`config.mk`:
```
export PLATFORM = sky130hd
export DESIGN_NAME = alu_stage
export DESIGN_NICKNAME = d
export VERILOG_FILES = /design/src/rtl/alu_stage.sv
export SDC_FILE = /design/constraint.sdc
export NUM_CORES = 1
export LEC_CHECK = 0
export CORE_MARGIN = 10
export CORE_UTILIZATION = 54
export CTS_BUF_LIST = sky130_fd_sc_hd__clkbuf_4
export DETAILED_ROUTE_END_ITERATION = 12
export PLACE_DENSITY = 0.87
export SYNTH_ARGS = -nofsm -noshare
export SYNTH_HDL_FRONTEND = slang
export SYNTH_SLANG_ARGS = --single-unit
```
`constraint.sdc`:
```
create_clock -name clk -period 2.7 [get_ports clk]
set_clock_uncertainty 0.1 [all_clocks]
set_input_delay 0.27 -clock clk [delete_from_list [all_inputs] [get_ports clk]]
set_output_delay 0.27 -clock clk [all_outputs]
set_load 0.005 [all_outputs]
```
`src/rtl/alu_stage.sv`:
```
// alu_stage: execute-stage ALU. Single-cycle arithmetic, logic and compare ops,
// plus an iterative shifter that stalls upstream while it steps.

package alu_stage_pkg;

    typedef enum logic [3:0] {
        NO_OP = 4'd0,
        ADD   = 4'd1,
        SUB   = 4'd2,
        XOR   = 4'd3,
        OR    = 4'd4,
        AND   = 4'd5,
        LT    = 4'd6,
        LTU   = 4'd7,
        EQ    = 4'd8,
        NEQ   = 4'd9,
        GE    = 4'd10,
        GEU   = 4'd11,
        SLL   = 4'd12,
        SRL   = 4'd13,
        SRA   = 4'd14
    } op_t;

endpackage

module alu_stage
    import alu_stage_pkg::*;
#(
    parameter int unsigned SHIFT_STEP = 1
) (
    input  logic        clk,
    input  logic        rst_n,
    input  logic        in_noop,
    input  op_t         in_op,
    input  logic [31:0] in_src1,
    input  logic [31:0] in_src2,
    input  logic        in_flush,
    output logic        out_stall,
    output logic        out_noop,
    output logic [31:0] out_result,
    output logic        out_cond
);

    localparam int unsigned DW = 32;
    localparam int unsigned RW = 6;
    localparam logic [RW-1:0] STEP = RW'(SHIFT_STEP);

    typedef enum logic {IDLE, SHIFT} state_t;

    state_t        state, state_d;
    logic [DW-1:0] sh_val, sh_val_d;
    logic [RW-1:0] rem, rem_d;
    op_t           sh_op, sh_op_d;
    logic          noop_d;
    logic [DW-1:0] result_d;
    logic          cond_d;

    logic [4:0]    shamt;
    logic          is_shift;
    logic [DW-1:0] alu_res;
    logic          alu_cond;
    logic [RW-1:0] step;
    logic [DW-1:0] shifted;

    assign shamt    = in_src2[4:0];
    assign is_shift = (in_op == SLL) || (in_op == SRL) || (in_op == SRA);

    // Single-cycle result and condition for the presented op
    always_comb begin
        alu_res  = '0;
        alu_cond = 1'b0;
        case (in_op)
            ADD: alu_res = in_src1 + in_src2;
            SUB: alu_res = in_src1 - in_src2;
            XOR: alu_res = in_src1 ^ in_src2;
            OR:  alu_res = in_src1 | in_src2;
            AND: alu_res = in_src1 & in_src2;
            LT: begin
                alu_cond = $signed(in_src1) < $signed(in_src2);
                alu_res  = DW'(alu_cond);
            end
            LTU: begin
                alu_cond = in_src1 < in_src2;
                alu_res  = DW'(alu_cond);
            end
            EQ:  alu_cond = in_src1 == in_src2;
            NEQ: alu_cond = in_src1 != in_src2;
            GE:  alu_cond = $signed(in_src1) >= $signed(in_src2);
            GEU: alu_cond = in_src1 >= in_src2;
            SLL, SRL, SRA: alu_res = in_src1;  // only reached with shamt == 0
            default: begin
                alu_res  = '0;
                alu_cond = 1'b0;
            end
        endcase
    end

    // One shifter iteration: move by min(rem, SHIFT_STEP)
    always_comb begin
        step    = (rem < STEP) ? rem : STEP;
        shifted = sh_val;
        case (sh_op)
            SLL:     shifted = sh_val << step;
            SRL:     shifted = sh_val >> step;
            SRA:     shifted = DW'($signed(sh_val) >>> step);
            default: shifted = sh_val;
        endcase
    end

    // Next-state, stall and registered-output decisions
    always_comb begin
        state_d   = state;
        sh_val_d  = sh_val;
        rem_d     = rem;
        sh_op_d   = sh_op;
        noop_d    = out_noop;
        result_d  = out_result;
        cond_d    = out_cond;
        out_stall = 1'b0;

        if (!rst_n) begin
            out_stall = 1'b0;
        end else if (in_flush) begin
            state_d  = IDLE;
            rem_d    = '0;
            noop_d   = 1'b1;
            result_d = '0;
            cond_d   = 1'b0;
        end else begin
            case (state)
                IDLE: begin
                    if (in_noop || (in_op == NO_OP)) begin
                        noop_d   = 1'b1;
                        result_d = '0;
                        cond_d   = 1'b0;
                    end else if (is_shift && (shamt != 5'd0)) begin
                        out_stall = 1'b1;
                        sh_val_d  = in_src1;
                        rem_d     = RW'(shamt);
                        sh_op_d   = in_op;
                        noop_d    = 1'b1;
                        state_d   = SHIFT;
                    end else begin
                        noop_d   = 1'b0;
                        result_d = alu_res;
                        cond_d   = alu_cond;
                    end
                end
                SHIFT: begin
                    sh_val_d = shifted;
                    rem_d    = rem - step;
                    if (rem > STEP) begin
                        out_stall = 1'b1;
                        noop_d    = 1'b1;
                    end else begin
                        noop_d   = 1'b0;
                        result_d = shifted;
                        cond_d   = 1'b0;
                        state_d  = IDLE;
                    end
                end
                default: state_d = IDLE;
            endcase
        end
    end

    // State and output registers with synchronous reset
    always_ff @(posedge clk) begin
        if (!rst_n) begin
            state      <= IDLE;
            sh_val     <= '0;
            rem        <= '0;
            sh_op      <= NO_OP;
            out_noop   <= 1'b1;
            out_result <= '0;
            out_cond   <= 1'b0;
        end else begin
            state      <= state_d;
            sh_val     <= sh_val_d;
            rem        <= rem_d;
            sh_op      <= sh_op_d;
            out_noop   <= noop_d;
            out_result <= result_d;
            out_cond   <= cond_d;
        end
    end

endmodule

```
==> flow_summary_export.csv, run 1 <==
group,metric,value,unit
global_route,overflow,187,
placed_design,port_buffers,106,
clock_network,cts_hold_buffers,0,
yosys,yosysSeqAreaShare,16.60,%
yosys,async_reset_ff_share,0,%
timing,crit_endpoint,"out_result[31]$_SDFFE_PP0P_/D",
yosys,syn_inst,1335,
floorplan,die_width,151.1,um
clock_network,htreeDepth,3,
placed_design,place_ws,-0.9348,ns
clock_network,cts_buffers,9,
floorplan,initial_core_util,55.61,%
outcome,status,"aborted with a tool error",
placed_design,place_area,13240,um2
yosys,ys_ff_latch,77,
yosys,synthTopCellsByArea,"dfxtp_1 (17%), ha_1 (14%), o21ai_0 (7.0%)",
yosys,yosys-top-cells-count,"o21ai_0 (129), nor2_1 (122), nand2_1 (110)",
yosys,yosys_warnings,0,
clock_network,cts_root_buf,"clkbuf_4",
floorplan,die_h,151.1,um
yosys,synth_area_leader_cell,"dfxtp_1",
floorplan,fp-row-count,47,
outcome,error,"[ERROR GRT-0232] Routing congestion too high. Check the congestion heatmap in the GUI.",
yosys,synth_top_area_share,16.60,%
clock_network,clkSinkCount,77,
timing,worstEndpointType,"sequential cell input",
yosys,synth_most_common_cell,"o21ai_0",
yosys,syn_area_per_cell,6.957,um2
placed_design,gp_congestion,1.166,
placed_design,dp_hpwl,34360,um
global_route,track_usage,74.71,%
yosys,synth_edf_count,0,
yosys,syn_nets,1513,
floorplan,io_pins,107,
yosys,synthDistinctLibCells,79,
global_route,grt_max_degree,49,
yosys,synth_ff_type,"dfxtp_1",
yosys,netlist_area,9288,um2
clock_network,clockBufferDepth,2,
outcome,haltStage,"global routing (5_1_grt)",
-- through the flow --
step / TNS (ns) / cells
after CTS: 0 / 1984
after detailed placement: -23.51 / 1946
after floorplan: -0.03430 / 1335
after global placement: -17.37 / 1946
-- per-layer routing --
| layer | track usage [%] | overflow |
|---|---|---|
| met1 | 72.57 | 7 |
| met2 | 85.91 | 105 |
| met3 | 68.53 | 6 |
| met4 | 73.15 | 69 |
| met5 | 40.82 | 0 |
-- timing repair --
item | CTS
gates resized for setup | 216
endpoints found under the setup margin | 27
setup buffers | 22
pin swaps | 49
-- logic make-up after synthesis --
logic type,synth area share [%]
flops,16.60
mux,1.105
buf+inv,8.366
simple gates,18.71
compound gates,38.89
xor+xnor,1.886
fa+ha+maj,14.44
==> inputs of run 2 (changes only) <==
--- a/config.mk
+++ b/config.mk
@@ -6,10 +6,9 @@
 export NUM_CORES = 1
 export LEC_CHECK = 0
 export CORE_MARGIN = 10
-export CORE_UTILIZATION = 54
-export CTS_BUF_LIST = sky130_fd_sc_hd__clkbuf_4
+export CORE_UTILIZATION = 40
 export DETAILED_ROUTE_END_ITERATION = 12
-export PLACE_DENSITY = 0.87
+export PLACE_DENSITY_LB_ADDON = 0.15
 export SYNTH_ARGS = -nofsm -noshare
 export SYNTH_HDL_FRONTEND = slang
 export SYNTH_SLANG_ARGS = --single-unit
==> constraint.sdc (replaced) <==
create_clock -name clk -period 3.5 [get_ports clk]
set_clock_uncertainty 0.1 [all_clocks]
set_input_delay 0.35 -clock clk [delete_from_list [all_inputs] [get_ports clk]]
set_output_delay 0.35 -clock clk [all_outputs]
set_load 0.005 [all_outputs]
==> run 2 against run 1 <==
Effect of this change: the flow now finishes without violations; synthesized cell count unchanged; area after synthesis unchanged.
==> flow_summary_export.csv, run 2 <==
group,metric,value,unit
outcome,status,"finished clean",
cells_and_area,final_common_cell,"buf_4",
cells_and_area,antenna_cells,0,
clock_network,cts_hold_buffers,0,
timing,fmax,0.2952,GHz
yosys,netlist_area,9288,um2
clock_network,cts_tree,"done",
power_and_ir_drop,p_total,3.484,mW
timing,fin_crit_sh,96.80,%
yosys,synth_area_leader_cell,"dfxtp_1",
hold_path,hold_class,"in2reg",
timing,setup_viol,0,
floorplan,fp-row-count,55,
yosys,synth_ff_type,"dfxtp_1",
floorplan,io_pins,107,
yosys,synth_edf_count,0,
floorplan,initial_core_util,40.77,%
worst_setup_path,slowest_delay,0.57,ns
hold_path,hold_path_depth,2,
floorplan,fp.dieArea,29710,um2
cells_and_area,fin_util,55.75,%
timing,tightest_slew,0.8917,ns
detailed_routing,wl_met2,18350,um
clock_network,cts_buffers,9,
worst_setup_path,path_cells,"clkdlybuf4s50_1 > inv_1 > ha_1 > or4_1 > or4_1 > o211ai_2 > o22ai_1 > o21ai_2 > xnor2_1 > a221oi_2 > o22ai_1",
run,drv_cap,0,
power_and_ir_drop,power_density,274.4,nW/um2
floorplan,coreArea,22780,um2
clock_network,cts_root_buf,"clkbuf_16",
yosys,ys_ff_latch,77,
yosys,synth_most_common_cell,"o21ai_0",
detailed_routing,highest_layer,"met4",
placed_design,dp_hpwl,34190,um
worst_setup_path,crit_fanout,3,
yosys,syn_nets,1513,
worst_setup_path,worstSetupPathType,"in2reg",
detailed_routing,routed_via_density,6.051,
worst_setup_path,slowest_stage,"or4_1",
cells_and_area,final_cells,1917,
worst_setup_path,reg2reg_from,"rem[2]",
yosys,synthMuxAreaShare,1.105,%
timing,slew_violations,0,
yosys,synthTopCellsByArea,"dfxtp_1 (17%), ha_1 (14%), o21ai_0 (7.0%)",
clock_network,clockBufferDepth,2,
placed_design,post-place-cells,1899,
cells_and_area,final_cell_mix,"buf_4 (234), o21ai_0 (123), nor2_1 (121), nand2_1 (110)",
placed_design,port_buffers,106,
clock_network,clkSinkCount,77,
placed_design,place_area,12270,um2
detailed_routing,routedWlPerCell,22.38,um
yosys,syn_area_per_cell,6.957,um2
floorplan,die_width,172.4,um
worst_setup_path,crit_path_start_kind,"primary input",
global_route,track_usage,27.93,%
detailed_routing,first_iter_violations,1463,
yosys,synthDistinctLibCells,79,
cells_and_area,final_cell_area,12700,um2
timing,fin_ws,0.1119,ns
floorplan,die_h,172.4,um
power_and_ir_drop,ir_drop,0.1645,mV
placed_design,place_ws,-0.3351,ns
detailed_routing,met3WireLength,3570,um
detailed_routing,ant_nets,0,
yosys,synth_compound_gate_area_share,38.89,%
global_route,grt_pass1_wl,64350,um
detailed_routing,vias,11599,
global_route,overflow,0,
worst_setup_path,critPathRequiredTime,3.62,ns
worst_setup_path,r2r_end,"out_result[9]",
global_route,grt_max_degree,60,
detailed_routing,dr.pass1.iters,6,
timing,fin_tns_setup,0,ns
placed_design,gp_congestion,0.9822,
yosys,synth_top_area_share,16.60,%
global_route,antenna_found_initial,0,
timing,period_minus_slack,3.388,ns
worst_setup_path,r2r_cells,10,
yosys,yosys_warnings,0,
worst_setup_path,r2r_slack,0.73,ns
detailed_routing,routed_wl,42900,um
cells_and_area,top_regs,"out_result x32, sh_val x32, rem x6",
cells_and_area,drive_gt1_share,18.95,%
yosys,yosys-top-cells-count,"o21ai_0 (129), nor2_1 (122), nand2_1 (110)",
yosys,yosysSeqAreaShare,16.60,%
yosys,synth_top_family_by_area,"compound AO/OA/AOI/OAI gates",
worst_setup_path,cp-end-kind,"flip-flop",
timing,hold_viol,0,
power_and_ir_drop,leakage,5.432,nW
timing,hold_slack,0.3295,ns
timing,slew_headroom,40.13,%
hold_path,hold_start,"in_src2[2]",
clock_network,clk_pin_slew,0.07,ns
clock_network,clk_latency,0.34,ns
hold_path,min_to,"rem[2]",
yosys,synth_fa_ha_area_share,14.44,%
clock_network,htreeDepth,3,
detailed_routing,drt-met1-wl,20310,um
yosys,async_reset_ff_share,0,%
cells_and_area,fin_nets,1777,
yosys,synthXorXnorAreaFrac,1.886,%
yosys,syn_inst,1335,
worst_setup_path,critPathArrivalTime,3.51,ns
detailed_routing,drc_errors,0,
global_route,grt_pass1_vias,10826,
cells_and_area,area_delta_synth_final,36.74,%
yosys,yosys.area_share.simple,18.71,%
==> run 2: cell counts after synthesis <==
No cell type changed its count.
==> run 2: worst max path at each step <==
stage | slack (ns) | cells past startpoint | endpoint | from
6_report | 0.11 | 11 | out_result[27] | in_src1[11]
5_1_grt | -0.02 | 13 | out_result[25] | in_src2[4]
4_1_cts | 0.05 | 11 | out_result[27] | in_src1[11]
3_5_place_dp | -0.34 | 15 | out_result[0] | in_src1[0]
3_3_place_gp | -0.32 | 14 | out_result[0] | in_src2[0]
2_1_floorplan | 0.62 | 11 | out_result[27] | in_src1[8]
==> run 2: timing repair <==
item	in CTS	in global routing
pin swaps	0	8
resized for setup	2	25
setup buffers	0	2
cloned	0	0
endpoints found under the setup margin	3	16
==> run 2: where the power goes <==
| group | internal [mW] | total (mW) | switching, mW |
|---|---|---|---|
| Combinational | 0.688 | 1.56 | 0.869 |
| Sequential | 0.905 | 0.933 | 0.0281 |
| Clock | 0.577 | 0.995 | 0.418 |
| Total | 2.17 | 3.48 | 1.31 |
==> run 2: worst max-delay path, delay by kind of cell <==
family	cells	cell delay (ns)
and+or+nand+nor	2	1.08
AOI/OAI and AO/OA	5	1.07
buffers and inverters	2	0.57
adders and majority gates	1	0.30
xor gates and xnor gates	1	0.14
==> run 2: layer usage <==
metal / track usage (%) / vias to the layer above
met5: 0 / -
met4: 4.835 / 0
met3: 3.876 / 43
met2: 42.18 / 522
met1: 41.23 / 5566
li1: - / 5468
==> run 2: area by class of cell <==
class,count,area [um2]
Clock buffer,10,239.0
Clock inverter,6,67.56
Fill cell,2258,10080
Inverter,108,407.9
Multi-Input combinational cell,1057,7109
Sequential cell,77,1541
Tap cell,313,391.6
Timing Repair Buffer,346,2943
==> run 2: cells by family after synthesis <==
family,after synthesis
buffers and inverters,201
muxes,10
AOI/OAI and AO/OA,539
and+or+nand+nor,382
adders and majority gates,106
DFF,77
xor gates and xnor gates,20
Note: power is estimated with default switching activity, not from simulation.
==> inputs of run 3 (changes only) <==
--- a/config.mk
+++ b/config.mk
@@ -5,6 +5,8 @@
 export SDC_FILE = /design/constraint.sdc
 export NUM_CORES = 1
 export LEC_CHECK = 0
+export CELL_PAD_IN_SITES_DETAIL_PLACEMENT = 0
+export CELL_PAD_IN_SITES_GLOBAL_PLACEMENT = 1
 export CORE_MARGIN = 10
 export CORE_UTILIZATION = 40
 export DETAILED_ROUTE_END_ITERATION = 12
==> run 3 against run 2 <==
Effect of this change: power grew 2.9%; sequential cell count is the same; count of clock-buffer cells in the layout up 1; combinational power barely moved; sequential power about the same; via count decreased by 1.6%.
==> flow_summary_export.csv, run 3 (synthesis results as in run 2) <==
group,metric,value,unit
clock_network,cts_tree,"done",
timing,rsz0062_at_grt,"yes",
clock_network,cts_hold_buffers,0,
run,drv_cap,0,
worst_setup_path,critPathArrivalTime,3.47,ns
worst_setup_path,crit_path_start_kind,"primary input",
timing,setup_viol,0,
detailed_routing,routed_wl,42020,um
power_and_ir_drop,power_density,282.1,nW/um2
cells_and_area,fillers,2231,
cells_and_area,area_delta_synth_final,36.86,%
floorplan,initial_core_util,40.77,%
timing,slew_headroom,51.28,%
floorplan,die_h,172.4,um
floorplan,fp.dieArea,29710,um2
placed_design,dp_hpwl,33990,um
detailed_routing,first_iter_violations,1377,
global_route,track_usage,27.70,%
cells_and_area,drive_gt1_share,19.18,%
cells_and_area,final_cell_mix,"buf_4 (246), nor2_1 (121), o21ai_0 (121), nand2_1 (110), clkdlybuf4s50_1 (106)",
worst_setup_path,worstSetupPathType,"in2reg",
floorplan,coreArea,22780,um2
power_and_ir_drop,ir_drop,0.1934,mV
timing,fin_crit_sh,95.64,%
placed_design,port_buffers,106,
detailed_routing,vias,11412,
worst_setup_path,crit_fanout,3,
clock_network,clockBufferDepth,2,
cells_and_area,fin_nets,1784,
outcome,status,"finished clean",
hold_path,hold_class,"reg2reg",
timing,hold_slack,0.3754,ns
detailed_routing,routedWlPerCell,21.84,um
detailed_routing,dr.pass1.iters,7,
timing,fin_tns_setup,0,ns
timing,period_minus_slack,3.347,ns
worst_setup_path,cp-end-kind,"flip-flop",
placed_design,gp_congestion,0.9687,
floorplan,io_pins,107,
worst_setup_path,path_cells,"clkdlybuf4s50_1 > inv_1 > ha_1 > or4_4 > or4_1 > o211ai_4 > o22ai_2 > o21ai_2 > a221oi_1 > mux2i_1 > o31ai_1",
worst_setup_path,cp_top_family,"simple AND/OR/NAND/NOR gates",
timing,fmax,0.2987,GHz
clock_network,clkSinkCount,77,
global_route,grt_max_degree,38,
global_route,grt_pass1_vias,10883,
clock_network,cts_buffers,9,
global_route,antenna_found_initial,1,
clock_network,htreeDepth,3,
floorplan,die_width,172.4,um
clock_network,clk_pin_slew,0.07,ns
floorplan,fp-row-count,55,
clock_network,clk_latency,0.34,ns
cells_and_area,final_common_cell,"buf_4",
global_route,grt_pass1_wl,64380,um
worst_setup_path,slowest_delay,0.54,ns
detailed_routing,ant_nets,0,
worst_setup_path,path_buf_inv,2,
worst_setup_path,critPathRequiredTime,3.62,ns
global_route,overflow,0,
timing,slew_violations,0,
worst_setup_path,slowest_stage,"or4_4",
detailed_routing,drc_errors,0,
timing,hold_viol,0,
timing,tightest_slew,0.7309,ns
cells_and_area,top_regs,"out_result x32, sh_val x32, rem x6",
clock_network,cts_root_buf,"clkbuf_16",
cells_and_area,antenna_cells,0,
detailed_routing,routed_via_density,5.931,
power_and_ir_drop,leakage,5.452,nW
[run 3: where the power goes]
part / leakage (nW) / internal (mW) / switching, mW
clock: 0.164 / 0.702 / 0.395
sequential: 0.624 / 0.905 / 0.0274
combinational: 4.66 / 0.692 / 0.864
[run 3: through the flow]
step | utilization (%) | cells | setup slack (ns) | power, mW | instance area (um2)
2_1_floorplan | - | 1335 | 0.6241 | 1.709 | 9288
3_3_place_gp | 53.86 | 1907 | -0.3144 | 2.436 | 12270
3_5_place_dp | 53.86 | 1907 | -0.3526 | 2.440 | 12270
4_1_cts | 55.35 | 1923 | 0.03234 | 3.533 | 12610
5_1_grt | 55.80 | 1924 | 0.01366 | 3.745 | 12710
6_report | 55.80 | 1924 | 0.1526 | 3.585 | 12710
[run 3: worst register-to-register path, stage by stage, from the launching register on]
cell and delay [ns]:
dfxtp_1 0.46, nor4_1 0.07, buf_4 0.16, nand2_1 0.08, nand3_1 0.21, or4b_2 0.65, a21oi_1 0.41, nor3_1 0.15
o311ai_2 0.12, mux2i_1 0.12, o31ai_1 0.28
[run 3: repair_timing]
| item | CTS | global route |
|---|---|---|
| buffers inserted | 0 | 1 |
| resized for setup | 1 | 27 |
| pin swaps | 0 | 4 |
| setup endpoints to repair | 2 | 13 |
[run 3: path summary, 6_finish.rpt]
| kind | start | to | slack, ns | depth (start not counted) |
|---|---|---|---|---|
| setup / recovery | in_src1[11] | out_result[31] | 0.15 | 11 |
| hold / removal | out_result[19] | out_result[19] | 0.38 | 2 |
| setup reg to reg | rem[5] | out_result[31] | 0.57 | 10 |
| hold reg to reg | out_result[19] | out_result[19] | 0.38 | 2 |
[run 3: area by class of cell]
cell class | count | area [um2] | area share [%]
inverters | 108 | 407.9 | 3.209
clock inverters | 5 | 107.6 | 0.8465
clock buffers | 11 | 232.7 | 1.831
well taps | 313 | 391.6 | 3.081
multi-input cells | 1057 | 7102 | 55.87
repair buffers | 353 | 2928 | 23.03
flip-flops and latches | 77 | 1541 | 12.13
[run 3: metal layers]
metal / share of wire [%] / global-route usage [%] / vias to the layer above
met4: 1.8 / 6.072 / 2
met3: 7.3 / 3.169 / 54
met1: 48 / 40.71 / 5406
met5: 0.040 / 0 / -
li1: - / - / 5493
met2: 43 / 42.00 / 457
==> inputs of run 4 (changes only) <==
--- a/config.mk
+++ b/config.mk
@@ -11,6 +11,7 @@
 export CORE_UTILIZATION = 40
 export DETAILED_ROUTE_END_ITERATION = 12
 export PLACE_DENSITY_LB_ADDON = 0.15
+export SLEW_MARGIN = 15
 export SYNTH_ARGS = -nofsm -noshare
 export SYNTH_HDL_FRONTEND = slang
 export SYNTH_SLANG_ARGS = --single-unit
==> results of run 4 <==
No change in the layout: final DEF, timing and power equal those of run 3.
